`config.mk`:
```
export PLATFORM = sky130hd
export DESIGN_NAME = mem_access_seq
export DESIGN_NICKNAME = d
export VERILOG_FILES = /design/src/rtl/mem_access_seq.sv
export SDC_FILE = /design/constraint.sdc
export NUM_CORES = 1
export LEC_CHECK = 0
export BUFFER_PORTS_ARGS = -buffer_cell sky130_fd_sc_hd__buf_4
export CAP_MARGIN = 10
export CORE_MARGIN = 10
export CORE_UTILIZATION = 35
export CTS_CLUSTER_DIAMETER = 50
export DETAILED_ROUTE_END_ITERATION = 10
export SLEW_MARGIN = 40
export SYNTH_ARGS = -nofsm -noshare
export SYNTH_HDL_FRONTEND = slang
export SYNTH_SLANG_ARGS = --single-unit
```
`constraint.sdc`:
```
create_clock -name clk -period 5 [get_ports clk]
set_input_delay 1 -clock clk [delete_from_list [all_inputs] [get_ports clk]]
set_output_delay 1 -clock clk [all_outputs]
set_load 0.05 [all_outputs]
```
`src/rtl/mem_access_seq.sv`:
```
// mem_access_seq: sequences instruction fetches and loads/stores over one shared memory port.
// Latency: store done at request+2; fetch/load done at request+2+READ_LAT.
// Backpressure: none; request pulses are latched as pending flags (same-type repeats merge).
//
// Ports:
//   clk, reset            clock, asynchronous active-high reset
//   fetch_req             pulse: fetch instruction at PC
//   data_req, data_we     pulse: data access at Rdest (data_we=1 store, 0 load)
//   mem_rdata             synchronous memory read data (READ_LAT cycles after issue)
//   addr_sel, mem_we      address mux select (0=PC, 1=Rdest) and memory write enable
//   instr, ld_data        last fetched instruction / last loaded word
//   fetch_done, data_done one-cycle completion pulses
//   busy                  FSM active or a request pending
// Optional: define MEM_PERF_CNT_EN to add fetch_cnt and stall_cnt outputs.

module mem_access_seq #(
   parameter int DATA_W   = 16,
   parameter int READ_LAT = 1
) (
   input  logic              clk,
   input  logic              reset,
   input  logic              fetch_req,
   input  logic              data_req,
   input  logic              data_we,
   input  logic [DATA_W-1:0] mem_rdata,
   output logic              addr_sel,
   output logic              mem_we,
   output logic [DATA_W-1:0] instr,
   output logic [DATA_W-1:0] ld_data,
   output logic              fetch_done,
   output logic              data_done,
   output logic              busy
`ifdef MEM_PERF_CNT_EN
   ,
   output logic [15:0]       fetch_cnt,
   output logic [15:0]       stall_cnt
`endif
);

   typedef enum logic [1:0] {
      S_IDLE,
      S_ISSUE,
      S_WAIT,
      S_CAPTURE
   } state_t;

   // Last WAIT count value before moving to CAPTURE; unused when READ_LAT == 1.
   localparam logic [1:0] WAIT_LAST = (READ_LAT > 1) ? 2'(READ_LAT - 2) : 2'd0;

   state_t            state_q, state_d;
   logic              fetch_pend_q, fetch_pend_d;
   logic              data_pend_q, data_pend_d;
   logic              data_we_q, data_we_d;
   logic              svc_data_q, svc_data_d;
   logic              svc_we_q, svc_we_d;
   logic [1:0]        wait_cnt_q, wait_cnt_d;
   logic [DATA_W-1:0] instr_q, instr_d;
   logic [DATA_W-1:0] ld_data_q, ld_data_d;
   logic              fetch_done_q, fetch_done_d;
   logic              data_done_q, data_done_d;

   logic              fetch_clr;
   logic              data_clr;
   logic              data_avail;
   logic              fetch_avail;
   logic              we_eff;

   always_ff @(posedge clk or posedge reset) begin
      if (reset) begin
         state_q      <= S_IDLE;
         fetch_pend_q <= 1'b0;
         data_pend_q  <= 1'b0;
         data_we_q    <= 1'b0;
         svc_data_q   <= 1'b0;
         svc_we_q     <= 1'b0;
         wait_cnt_q   <= 2'd0;
         instr_q      <= '0;
         ld_data_q    <= '0;
         fetch_done_q <= 1'b0;
         data_done_q  <= 1'b0;
      end else begin
         state_q      <= state_d;
         fetch_pend_q <= fetch_pend_d;
         data_pend_q  <= data_pend_d;
         data_we_q    <= data_we_d;
         svc_data_q   <= svc_data_d;
         svc_we_q     <= svc_we_d;
         wait_cnt_q   <= wait_cnt_d;
         instr_q      <= instr_d;
         ld_data_q    <= ld_data_d;
         fetch_done_q <= fetch_done_d;
         data_done_q  <= data_done_d;
      end
   end

   always_comb begin
      state_d      = state_q;
      svc_data_d   = svc_data_q;
      svc_we_d     = svc_we_q;
      wait_cnt_d   = wait_cnt_q;
      instr_d      = instr_q;
      ld_data_d    = ld_data_q;
      fetch_done_d = 1'b0;
      data_done_d  = 1'b0;
      fetch_clr    = 1'b0;
      data_clr     = 1'b0;
      addr_sel     = 1'b0;
      mem_we       = 1'b0;
      data_pend_d  = data_pend_q;
      data_we_d    = data_we_q;

      // A request arriving in IDLE is served without first waiting for its flag.
      data_avail  = data_pend_q | data_req;
      fetch_avail = fetch_pend_q | fetch_req;
      we_eff      = data_pend_q ? data_we_q : data_we;

      case (state_q)
         S_IDLE: begin
            if (data_avail) begin
               state_d    = S_ISSUE;
               svc_data_d = 1'b1;
               svc_we_d   = we_eff;
            end else if (fetch_avail) begin
               state_d    = S_ISSUE;
               svc_data_d = 1'b0;
               svc_we_d   = 1'b0;
            end
         end
         S_ISSUE: begin
            addr_sel = svc_data_q;
            mem_we   = svc_data_q & svc_we_q;
            if (svc_data_q && svc_we_q) begin
               state_d     = S_IDLE;
               data_clr    = 1'b1;
               data_done_d = 1'b1;
            end else if (READ_LAT > 1) begin
               state_d    = S_WAIT;
               wait_cnt_d = 2'd0;
            end else begin
               state_d = S_CAPTURE;
            end
         end
         S_WAIT: begin
            addr_sel = svc_data_q;
            if (wait_cnt_q == WAIT_LAST) begin
               state_d = S_CAPTURE;
            end else begin
               wait_cnt_d = wait_cnt_q + 2'd1;
            end
         end
         S_CAPTURE: begin
            state_d = S_IDLE;
            if (svc_data_q) begin
               ld_data_d   = mem_rdata;
               data_done_d = 1'b1;
               data_clr    = 1'b1;
            end else begin
               instr_d      = mem_rdata;
               fetch_done_d = 1'b1;
               fetch_clr    = 1'b1;
            end
         end
         default: state_d = S_IDLE;
      endcase

      // Completion clears before a new pulse sets, so a pulse landing on the
      // completing edge is kept as a fresh request rather than lost.
      fetch_pend_d = (fetch_pend_q & ~fetch_clr) | fetch_req;
      if (data_req && !(data_pend_q && !data_clr)) begin
         data_pend_d = 1'b1;
         data_we_d   = data_we;
      end else begin
         data_pend_d = data_pend_q & ~data_clr;
      end
   end

   assign instr      = instr_q;
   assign ld_data    = ld_data_q;
   assign fetch_done = fetch_done_q;
   assign data_done  = data_done_q;
   assign busy       = (state_q != S_IDLE) | fetch_pend_q | data_pend_q;

`ifdef MEM_PERF_CNT_EN
   logic [15:0] fetch_cnt_q, fetch_cnt_d;
   logic [15:0] stall_cnt_q, stall_cnt_d;
   logic        stall_now;

   always_ff @(posedge clk or posedge reset) begin
      if (reset) begin
         fetch_cnt_q <= 16'd0;
         stall_cnt_q <= 16'd0;
      end else begin
         fetch_cnt_q <= fetch_cnt_d;
         stall_cnt_q <= stall_cnt_d;
      end
   end

   always_comb begin
      // Fetch waits either behind an active data access or because data wins
      // the IDLE arbitration this cycle.
      stall_now   = fetch_pend_q &
                    ((state_q != S_IDLE) ? svc_data_q : data_avail);
      fetch_cnt_d = fetch_cnt_q;
      stall_cnt_d = stall_cnt_q;
      if (fetch_done_d && (fetch_cnt_q != 16'hFFFF)) fetch_cnt_d = fetch_cnt_q + 16'd1;
      if (stall_now && (stall_cnt_q != 16'hFFFF))    stall_cnt_d = stall_cnt_q + 16'd1;
   end

   assign fetch_cnt = fetch_cnt_q;
   assign stall_cnt = stall_cnt_q;
`endif

endmodule

```
Word level (Yosys, flattened, before mapping)
Index checks and enable logic that the tools add are counted.

cells by class
  $lt $le $gt $ge = 0
  reductions and logical operators = 15
  eq/ne operators = 5
  shifts and indexed selects = 0
  add/sub/neg operators = 1
  div/mod/pow operators = 0
  bitwise logic cells = 12
  $mul = 0
  mux-type cells = 17

operators with widths
  operator             number
  $mux 1               11
  $reduce_and 2->1     5
  $mux 2               4
  $pmux 2 s4           1
  $or 1x1->1           5
  $eq 2x2->1 const B   2
  $logic_not 2->1      2
  $not 1->1            4
  $reduce_bool 2->1    2
  $and 1x1->1          3
  $logic_and 1x1->1    3
  $ne 3x3->1 const B   1
  $add 2x1->2 const B  1
  $eq 2x1->1 const B   1
  $logic_not 1->1      2
  $ne 2x2->1 const B   1
  $pmux 1 s2           1
  $reduce_or 2->1      1

word-level totals
  word-level logic and storage cells = 61
  bits of input ports = 21
  memory bits (writable) = 0
  memory bits (read-only) = 0
  register bits = 43
  memories = 0
  latch bits = 0

Logic depth before layout (Yosys ltp)
Gate-level depths: netlist of the first run.

  word-level depth = 8
  depth in mapped cells = 5

Least setup slack after synthesis of the first run
No wires, ideal clock.

  path type = flip-flop to output port
  start = reg state_q[0]
  end = out busy
  data arrival time = 1.219 ns
  path slack = 2.781 ns
  buffers on the path = 0
  stages on the path, launching flop included = 4
  cell sequence = dfrtp_1 > inv_1 > ha_1 > or3b_4

between the ends
  cells in the longest elaborated chain, start to end = 3

RTL lines
  what                     line  source
  start, declared          50    state_t state_q, state_d;
  start signal, assigned   82    state_q <= state_d;
  $reduce_bool 2->1        181   assign busy = (state_q != S_IDLE) | fetch_pend_q | data_pend_q;
  $or 1x1->1 (2 in a row)  181
  end, declared            32    output logic busy

Every way passes these cells.

Worst setup path after layout of the first run
Same ends and word-level chain as after synthesis.

==> results of run 1 <==
-- path summary, 6_finish.rpt --
path	start	cells after the start	slack, ns	end
max	state_q[0]$_DFFE_PP0P_	4	2.28	busy
min	wait_cnt_q[0]$_DFFE_PP0P_	1	0.48	wait_cnt_q[0]$_DFFE_PP0P_
max reg2reg	state_q[0]$_DFFE_PP0P_	3	3.10	ld_data[8]$_DFFE_PP0P_
min reg2reg	wait_cnt_q[0]$_DFFE_PP0P_	1	0.48	wait_cnt_q[0]$_DFFE_PP0P_
max in group asynchronous	reset	3	3.79	state_q[1]$_DFFE_PP0P_
min in group asynchronous	reset	3	0.84	ld_data[3]$_DFFE_PP0P_
-- registers in the layout, indices dropped and copies added, names as in the netlist --
name          flops
svc_data_q        1
data_we_q         1
wait_cnt_q        2
state_q           2
fetch_pend_q      1
ld_data          16
data_pend_q       1
svc_we_q          1
fetch_done        1
data_done         1
instr            16
-- routing by layer --
layer / wire length, um / track usage [%] / vias up
li1: - / - / 547
met1: 1620 / 10.9 / 592
met2: 2040 / 16.9 / 38
met3: 215 / 3.70 / 4
met4: 51 / 3.26 / 0
met5: 0 / 0 / -
-- worst reg2reg max path, delay by kind of cell, from the launching register on --
family	cells	cell delay, ns
muxes	1	0.42
DFF	1	0.46
and+or+nand+nor	1	0.61
adders and majority gates	1	0.30
-- kinds of logic (layout without fill, tap and decap cells) --
kind of cell	count (synthesis)	count (layout)	share of synthesized area (%)
DFF	43	43	60.4
buffers and inverters	11	71	2.95
and+or+nand+nor	13	13	4.01
AOI/OAI and AO/OA	14	14	6.54
muxes	35	35	22.1
xor gates and xnor gates	1	1	0.492
adders and majority gates	5	5	3.51
-- cell usage in the layout, fill, tap and decap left out --
cell type	instances
sky130_fd_sc_hd__and3_1	1
sky130_fd_sc_hd__o21bai_1	1
sky130_fd_sc_hd__mux2_2	34
sky130_fd_sc_hd__or3b_4	1
sky130_fd_sc_hd__o22a_1	1
sky130_fd_sc_hd__o21ai_0	3
sky130_fd_sc_hd__nor2_1	1
sky130_fd_sc_hd__nand2b_2	1
sky130_fd_sc_hd__o311a_1	1
sky130_fd_sc_hd__inv_1	6
sky130_fd_sc_hd__a31oi_1	1
sky130_fd_sc_hd__mux2i_1	1
sky130_fd_sc_hd__ha_1	5
sky130_fd_sc_hd__a21bo_2	1
sky130_fd_sc_hd__clkinv_1	1
sky130_fd_sc_hd__clkbuf_8	5
sky130_fd_sc_hd__and2_1	2
sky130_fd_sc_hd__clkbuf_1	1
sky130_fd_sc_hd__xnor2_1	1
sky130_fd_sc_hd__a22o_2	1
sky130_fd_sc_hd__o21a_1	1
sky130_fd_sc_hd__dfrtp_1	43
sky130_fd_sc_hd__o31a_1	1
sky130_fd_sc_hd__buf_4	58
sky130_fd_sc_hd__a21o_1	1
sky130_fd_sc_hd__o311ai_2	1
sky130_fd_sc_hd__nand2b_1	2
sky130_fd_sc_hd__nand2_1	5
sky130_fd_sc_hd__o41ai_1	1
-- stage by stage --
step,std cells,hold WS [ns]
after floorplan,122,0.446
after global placement,243,0.461
after detailed placement,243,0.474
after CTS,249,0.486
after global routing,249,0.502
final,249,0.478
-- final cells by class --
cell class | count | area (um2) | area share (%)
tap | 67 | 83.8 | 3.57
inverter | 7 | 26.3 | 1.12
clock buffer | 6 | 72.6 | 3.09
timing repair buffer | 58 | 435 | 18.5
multi-input combinational | 68 | 654 | 27.9
sequential | 43 | 1080 | 45.8
==> results.md, run 1 <==
Setup path:
- The data required time at the worst endpoint is 4.00 ns.
- The arrival time reported for the critical path endpoint is 1.72 ns.
- The type of the setup path with the least slack is reg -> out.
- Walking the worst path, the cells encountered are inv_1 > ha_1 > or3b_4 > buf_4.
- The kind of start point of the critical path is a flop.
- The number of buffers and inverters on the critical path is 2.
- The largest fanout on the critical path is 7.
- For this run, the slowest stage of the critical path takes 0.46 ns.
- The library cell contributing the largest single delay on the critical path is sky130_fd_sc_hd__dfrtp_1.
- The family of cells with the greatest summed delay on the critical path is flip-flops.
- The nature of the critical path endpoint is an output pin.

Timing:
- The final worst-path setup slack is 2.28 ns.
- The number of hold-slack violations in the final timing report is 0.
- Setup violations remaining at the end of the flow were counted as 0.
- Summed over all failing endpoints, the final setup total negative slack is 0 ns.
- The fmax is 368 MHz.
- At the pin with the least slew margin, the transition time is 0.782 ns.
- Setup repair after global routing left no endpoint under its margin.
- The time the worst path needs with I/O delays and setup is 2.72 ns.
- Dividing the final minimum period by the clock period gives 54.4%.
- The worst pin sits at a relative slew slack of 47.8%.
- The clock tree skew after final layout is 0.00588 ns.
- The max-slew violation total from the final report was 0.

Place:
- Once detailed placement completed, the half-perimeter wirelength came to 3050 um.
- The worst setup timing slack at the placement stage is 2.58 ns.
- Buffers placed on the I/O ports in this run total 57.
- The placed instances occupy a cell area of 2280 um2.
- The placer congestion estimate is 0.761.

Floorplanning:
- The floorplan step defined a die boundary enclosing 8340 um2.
- From bottom edge to top edge, the die measures 91.3 um.
- The effective utilization at floorplan is 37.0%.
- The total area inside the core boundary comes to 4820 um2.
- 58 I/O pins were placed.
- Measured along the x axis, the die boundary spans 91.3 um.
- The total number of placement rows is 25.

GRT:
- The global-route usage over all layers is 9.81%.
- The total global routing overflow is 0.
- Entering global routing, the biggest net connects 44 pins.
- The first-pass GRT wire length is 6600 um.
- The initial antenna violation count is 0.
- The number of global-route vias before repair is 1293.

Routing:
- The average via count per standard cell is 4.74.
- Dividing the detail-routed wire length by the instance count gives 15.8 um.
- The number of nets still failing antenna checks after routing is 0.
- The number of DRC violations after detailed routing is 0.
- The total wirelength of the detailed-routed design is 3930 um.
- The detailed router's first-iteration violation count is 52.
- The detailed-routing iteration count for the pre-antenna-repair pass is 4.
- The via count is 1181.

Synthesis:
- Counting every instance in the synthesized netlist gives 122.
- Synthesis inferred 43 register bits.
- The count of yosys warnings during synthesis is 0.
- The number of different library cells used by synthesis comes to 27.
- The sequential-to-total area share from yosys stat is 60.4%.
- By area the synthesized netlist is led by sky130_fd_sc_hd__dfrtp_1, sky130_fd_sc_hd__mux2_2, sky130_fd_sc_hd__ha_1.
- The number of flops mapped to enable cells by yosys is 0.
- The commonest cells after synthesis are sky130_fd_sc_hd__dfrtp_1, sky130_fd_sc_hd__mux2_2, sky130_fd_sc_hd__inv_1.
- The most common flop cell mapped by yosys is sky130_fd_sc_hd__dfrtp_1.
- In this run the mean area of a mapped cell was 14.6 um2.
- The share of synthesized registers carrying an async set or reset is 100%.
- The number of nets in the synthesized netlist is 148.
- The top cell type by area accounts for 60.4% of the synthesized area.
- Of all cell types, the one taking the most synthesized area is sky130_fd_sc_hd__dfrtp_1.
- The cell with the most instances after synthesis is sky130_fd_sc_hd__dfrtp_1.
- The area of the mapped netlist is 1780 um2.

Finish:
- Cells with a size suffix above 1 make up 56.0% of the layout.
- The utilization after layout is 48.8%.
- The synthesis-to-layout area growth is 31.9%.
- The final net count is 209.
- The total of fill cells in the finished design is 465.
- The count of antenna diodes in the layout is 0.
- With fillers left out, the area of the finished cells amounts to 2350 um2.

CTS:
- The maximum count of clock buffers along a single path is 2.
- In this run, post-CTS hold repair placed 0 buffers.
- The insertion delay of the later-clocked pin in the worst-skew pair is 0.28 ns.
- The clock net in this run drives a total of 43 sinks.
- Buffers added to address setup during post-CTS repair amount to 0.
- The clock-pin slew on the worst setup and hold paths is 0.07 ns.
- The number of buffers inserted during clock tree synthesis is 5.
- Gates resized during post-CTS repair numbered 0.
- In this run the number of H-tree levels came out at 2.
- CTS placed an instance of sky130_fd_sc_hd__clkbuf_8 at the clock tree root.
- TritonCTS built the clock tree.

Min path:
- The worst min-delay path class is reg -> reg.

Status:
- The run finished with clean final reports.

Run:
- The tool flagged a number of max-cap violations equal to 0.
Power of run 1 is left out: the tool's default activity adds up to more than one toggle a clock period on the data nets, which glitch-free logic cannot reach.
==> inputs of run 2 (changes only) <==
Clock period 5 ns to 2.55 ns, I/O delays scaled along.
==> results.md, run 2 (same netlist as run 1, synthesis figures left out) <==
Status:
- The flow ran to the end, and the final reports show no timing, DRC or antenna violations.

Routing:
- Summed over all nets, wire length on met2 after detailed routing comes to 2290 um.
- The first TritonRoute pass finished after 3 iterations.
- After detailed routing, the average wire length per cell comes to 16.8 um.
- After detailed routing, the number of remaining DRC violations is 0.
- The average via count per standard cell is 4.71.
- The detailed-routing wirelength on met1 is 1690 um.
- The number of nets still failing antenna checks after routing is 0.
- The total wirelength of the detailed-routed design is 4240 um.
- The detailed router's first-iteration violation count is 38.
- The top routing layer in use is met4.
- The via count is 1186.
- The amount of wire on met3 after detailed routing is 224 um.

Setup path:
- Setup slack on the worst reg-to-reg path comes out at 0.69 ns.
- At the worst endpoint, the arrival time is 1.74 ns.
- The worst register-to-register path ends at ld_data[1]$_DFFE_PP0P_.
- The worst reg2reg path startpoint is state_q[0]$_DFFE_PP0P_.
- The kind of start point of the critical path is a flop.
- By startpoint and endpoint, the worst setup path is classified as reg -> out.
- Counting cells, the worst reg-to-reg path comes to 3.
- The data required time at the worst endpoint is 2.04 ns.
- Along the worst path, the maximum fanout reaches 7.
- In this run the worst setup path begins at state_q[0]$_DFFE_PP0P_.
- The worst setup path is captured at an output pin.

Floorplanning:
- The overall die height is 91.3 um.
- The die width is 91.3 um.
- The region available for standard cell placement spans 4820 um2.
- The total number of placement rows is 25.
- The boundary pin count is 58.
- The floorplan step defined a die boundary enclosing 8340 um2.
- The effective utilization at floorplan is 37.0%.

CTS:
- Once the clock tree was built, the setup fixing pass inserted 0 buffers.
- The maximum level of the CTS H-tree is 2.
- The insertion delay of the later-clocked pin in the worst-skew pair is 0.29 ns.
- The maximum count of clock buffers along a single path is 2.
- Hold repair after CTS inserted 0 buffers.
- Counting the buffers created by CTS gives 5.
- The cell at the root of the clock tree is sky130_fd_sc_hd__clkbuf_8.
- The TritonCTS clock tree is done.
- The post-CTS resize count is 0.
- The clock net sink count is 43.
- The clock-pin slew on the worst setup and hold paths is 0.08 ns.

GRT:
- The number of global-route vias before repair is 1337.
- Entering global routing, the biggest net connects 20 pins.
- The total overflow left after global routing is 0.
- The initial antenna violation count is 0.
- For this run, the total global-route usage over all layers was measured as 10.3%.
- The first global-routing pass estimated 6910 um of wire.

Finish:
- Once layout is complete, the utilization of the core stands at 50.2%.
- The fraction of final layout cells sized beyond drive strength 1 is 56.8%.
- Leaving out fill and tap cells, the most frequent cell in the layout is sky130_fd_sc_hd__buf_4.
- The count of antenna diodes in the layout is 0.
- The top cell types in the final layout, fill and taps aside, are sky130_fd_sc_hd__buf_4, sky130_fd_sc_hd__dfrtp_1, sky130_fd_sc_hd__mux2_2, sky130_fd_sc_hd__inv_1.
- At the end of the flow, the number of nets in the layout was 210.
- Compared with the post-synthesis result, the final layout area differs by 35.7%.

Place:
- Summed over all nets, the half-perimeter wirelength after detailed placement is 3320 um.
- Input and output buffers added on the ports amount to 57.
- At the end of routability-driven placement, the weighted congestion stood at 0.750.

Timing:
- The measured slew at the worst slew-check pin is 0.741 ns.
- The time the worst path needs with I/O delays and setup is 2.25 ns.
- Setup violations remaining at the end of the flow were counted as 0.
- The worst slew margin relative to its limit is 50.4%.
- The clock tree skew after final layout is 0.00868 ns.
- The sum of negative setup slack is 0 ns.
- The period utilization is 88.1%.
- The number of hold-slack violations in the final timing report is 0.
- Static timing analysis puts the maximum clock frequency at 445 MHz.
- Setup repair after global routing left no endpoint under its margin.
- The max-slew violation total from the final report is 0.

Run:
- Max-cap violations in this run came to 0.

Min path:
- The worst hold path belongs to the class in -> async.
==> run 2: stage by stage <==
stage	cell area [um2]	instances	setup slack (ns)	hold WS [ns]
after CTS	2420	252	0.293	0.234
after global routing	2420	252	0.235	0.248
after floorplan	1780	122	0.764	0.446
after detailed placement	2280	244	0.609	0.468
final	2420	252	0.304	0.222
after global placement	2280	244	0.632	0.463
==> run 2: area by class of cell <==
type	instances	area, um2
fill	466	2400
sequential	43	1080
multi-input combinational	68	654
timing repair buffer	59	443
tap	67	83.8
clock buffer	6	72.6
clock inverter	2	60.1
inverter	7	26.3
==> run 2: worst max-delay path by stage <==
stage | endpoint | cells after the start | slack (ns)
floorplan | state_q[0]$_DFFE_PP0P_ | 5 | 0.76
global placement | instr[3]$_DFFE_PP0P_ | 3 | 0.63
detailed placement | busy | 4 | 0.61
CTS | busy | 4 | 0.29
global route | busy | 4 | 0.23
finish | busy | 4 | 0.30
==> run 2: worst max-delay path, cell delays in order (launching register included) <==
cell and delay, ns:
sky130_fd_sc_hd__dfrtp_1 0.46, sky130_fd_sc_hd__inv_1 0.13, sky130_fd_sc_hd__ha_1 0.24, sky130_fd_sc_hd__or3b_4 0.42
sky130_fd_sc_hd__buf_4 0.20
==> run 2: per-layer routing <==
layer,up-vias,track usage [%]
met4,0,3.52
li1,549,-
met2,29,18.1
met1,603,11.2
met5,-,0
met3,5,3.70
Power of run 2 is left out for the same reason.
==> inputs of run 3 (changes only) <==
Settings changed: BUFFER_PORTS_ARGS -buffer_cell sky130_fd_sc_hd__buf_4 to not set, DONT_BUFFER_PORTS set to 1.
==> results.md, run 3 (same netlist as run 1, synthesis figures left out) <==
Place:
- The quantity of I/O buffers inserted on ports is 0.
- The sum of net half-perimeters after detailed placement is 2850 um.
- The number of placed instances, taps included, is 186.
- Routability-driven placement finished with a final weighted congestion of 0.777.

CTS:
- The number of buffers inserted during clock tree synthesis is 5.
- The maximum level of the CTS H-tree is 2.
- The post-CTS resize count is 0.
- After clock tree synthesis, the setup repair step added 0 buffers.
- The clock passes through at most 2 buffers.
- CTS placed an instance of sky130_fd_sc_hd__clkbuf_8 at the clock tree root.
- The TritonCTS clock tree is done.
- The insertion delay of the later-clocked pin in the worst-skew pair is 0.28 ns.
- The clock net sink count is 43.
- The total of hold buffers inserted after clock tree synthesis is 0.
- The clock-pin slew on the worst setup and hold paths is 0.07 ns.

GRT:
- The number of global-route vias before repair is 1034.
- The first-pass GRT wire length is 5870 um.
- The global-route usage over all layers is 8.87%.
- The total global routing overflow is 0.
- For this run, global-route usage on met1 was measured as 9.04%.
- met2 is the most crowded layer.
- Global routing consumed, on the met2 layer, 15.0% of the routing resources.
- The initial antenna violation count is 0.
- The met3 track utilization from global routing is 5.27%.
- Entering global routing, the biggest net connects 27 pins.

Setup path:
- For the worst setup path, the data required time is 2.04 ns.
- The setup check on the worst reg-to-reg path leaves a slack of 0.64 ns.
- The number of cells on the worst reg-to-reg path is 5.
- STA classifies the critical path startpoint as a flop.
- Data on the critical path arrives at its endpoint at 1.62 ns.
- The largest fanout on the critical path is 7.
- The nature of the critical path endpoint is an output pin.
- The type of the setup path with the least slack is reg -> out.

Floorplanning:
- The die width is 91.3 um.
- The area enclosed by the die boundary is 8340 um2.
- Once the floorplan was initialized, standard cells occupied 37.0% of the core.
- The boundary pin count is 58.
- From bottom edge to top edge, the die measures 91.3 um.
- Row generation in the floorplan step produced 25 rows.
- The floorplan core area is 4820 um2.

Timing:
- The max-slew violation total from the final report is 0.
- The sum of negative setup slack is 0 ns.
- In the finished design, the share of the clock period the worst path needs comes to 83.3%.
- Setup violations remaining at the end of the flow were counted as 0.
- Static timing analysis puts the maximum clock frequency at 471 MHz.
- The number of hold-slack violations in the final timing report came to 0.
- Subtracting the final worst setup slack from the clock period gives 2.13 ns.
- Headroom to the max-slew limit came out at 51.5%.
- Setup repair after global routing left no endpoint under its margin.
- Clock skew on the completed layout was measured at 0.00508 ns.
- At the pin with the least slew margin, the transition time is 0.726 ns.

Routing:
- The routed layout has 966 vias.
- After detailed routing, the number of vias per cell comes to 4.98.
- After detailed routing, the average wire length per cell comes to 18.5 um.
- The detailed router finished its first iteration with 16 violations.
- Summed over all layers, the routed wires come to 3600 um.
- Once detail routing completed, the nets flagged for antenna violations numbered 0.
- The number of DRC violations after detailed routing is 0.
- The first TritonRoute pass finished after 3 iterations.

Run:
- The max-capacitance violation count is 0.

Finish:
- From synthesis to final layout, the design area changed by 9.42%.
- For this run, the share of the core covered by cells in the final layout is 40.4%.
- Leaving out fill and tap cells, the most frequent cell in the layout is sky130_fd_sc_hd__dfrtp_1.
- The final standard cell count with taps included and fillers excluded is 194.
- The area of all sequential standard cells is 1080 um2.
- The footprint of the multi-input gates is 654 um2.
- Of the cells placed in the final design, the portion with a size suffix greater than 1 is 37.0%.
- Leaving out fill and tap cells, the most frequent cells in the layout are sky130_fd_sc_hd__dfrtp_1, sky130_fd_sc_hd__mux2_2, sky130_fd_sc_hd__clkbuf_8, sky130_fd_sc_hd__inv_1.
- 0 antenna diodes ended up in the layout.
- The total of fill cells in the finished design is 478.
- The final net count is 152.

Min path:
- The worst min-delay path class is in -> async.

Status:
- The flow ran to the end, and the final reports show no timing, DRC or antenna violations.
run 3: path summary, 6_finish.rpt:
path / from / end
hold / removal: reset / ld_data[3]$_DFFE_PP0P_
min in group clk: fetch_req / fetch_pend_q$_DFF_PP0_
setup / recovery: state_q[0]$_DFFE_PP0P_ / busy
max in group asynchronous: reset / instr[8]$_DFFE_PP0P_
hold reg to reg: wait_cnt_q[0]$_DFFE_PP0P_ / wait_cnt_q[0]$_DFFE_PP0P_
setup reg to reg: state_q[0]$_DFFE_PP0P_ / state_q[0]$_DFFE_PP0P_
run 3: per-layer routing:
metal	share of wire [%]	vias to the layer above
li1	-	434
met1	36	497
met3	10	4
met5	0	-
met4	0.70	0
met2	53	31
run 3: metrics by stage:
step	setup WS, ns	hold slack (ns)	instance area (um2)
after detailed placement	0.608	0.423	1850
after floorplan	0.764	0.446	1780
after global placement	0.673	0.412	1850
final	0.425	0.105	1950
after CTS	0.407	0.109	1950
after global routing	0.330	0.131	1950
run 3: area by class of cell:
| type | count | area share (%) |
|---|---|---|
| sequential | 43 | 55.2 |
| multi-input combinational | 68 | 33.6 |
| clock buffer | 8 | 5.14 |
| tap | 67 | 4.30 |
| inverter | 7 | 1.35 |
| timing repair buffer | 1 | 0.385 |
run 3: critical path, stage by stage (launching register included):
cell                      delay (ns)
sky130_fd_sc_hd__dfrtp_1        0.46
sky130_fd_sc_hd__inv_1          0.12
sky130_fd_sc_hd__ha_1           0.25
sky130_fd_sc_hd__or3b_4         0.51
Power of run 3 is left out for the same reason.
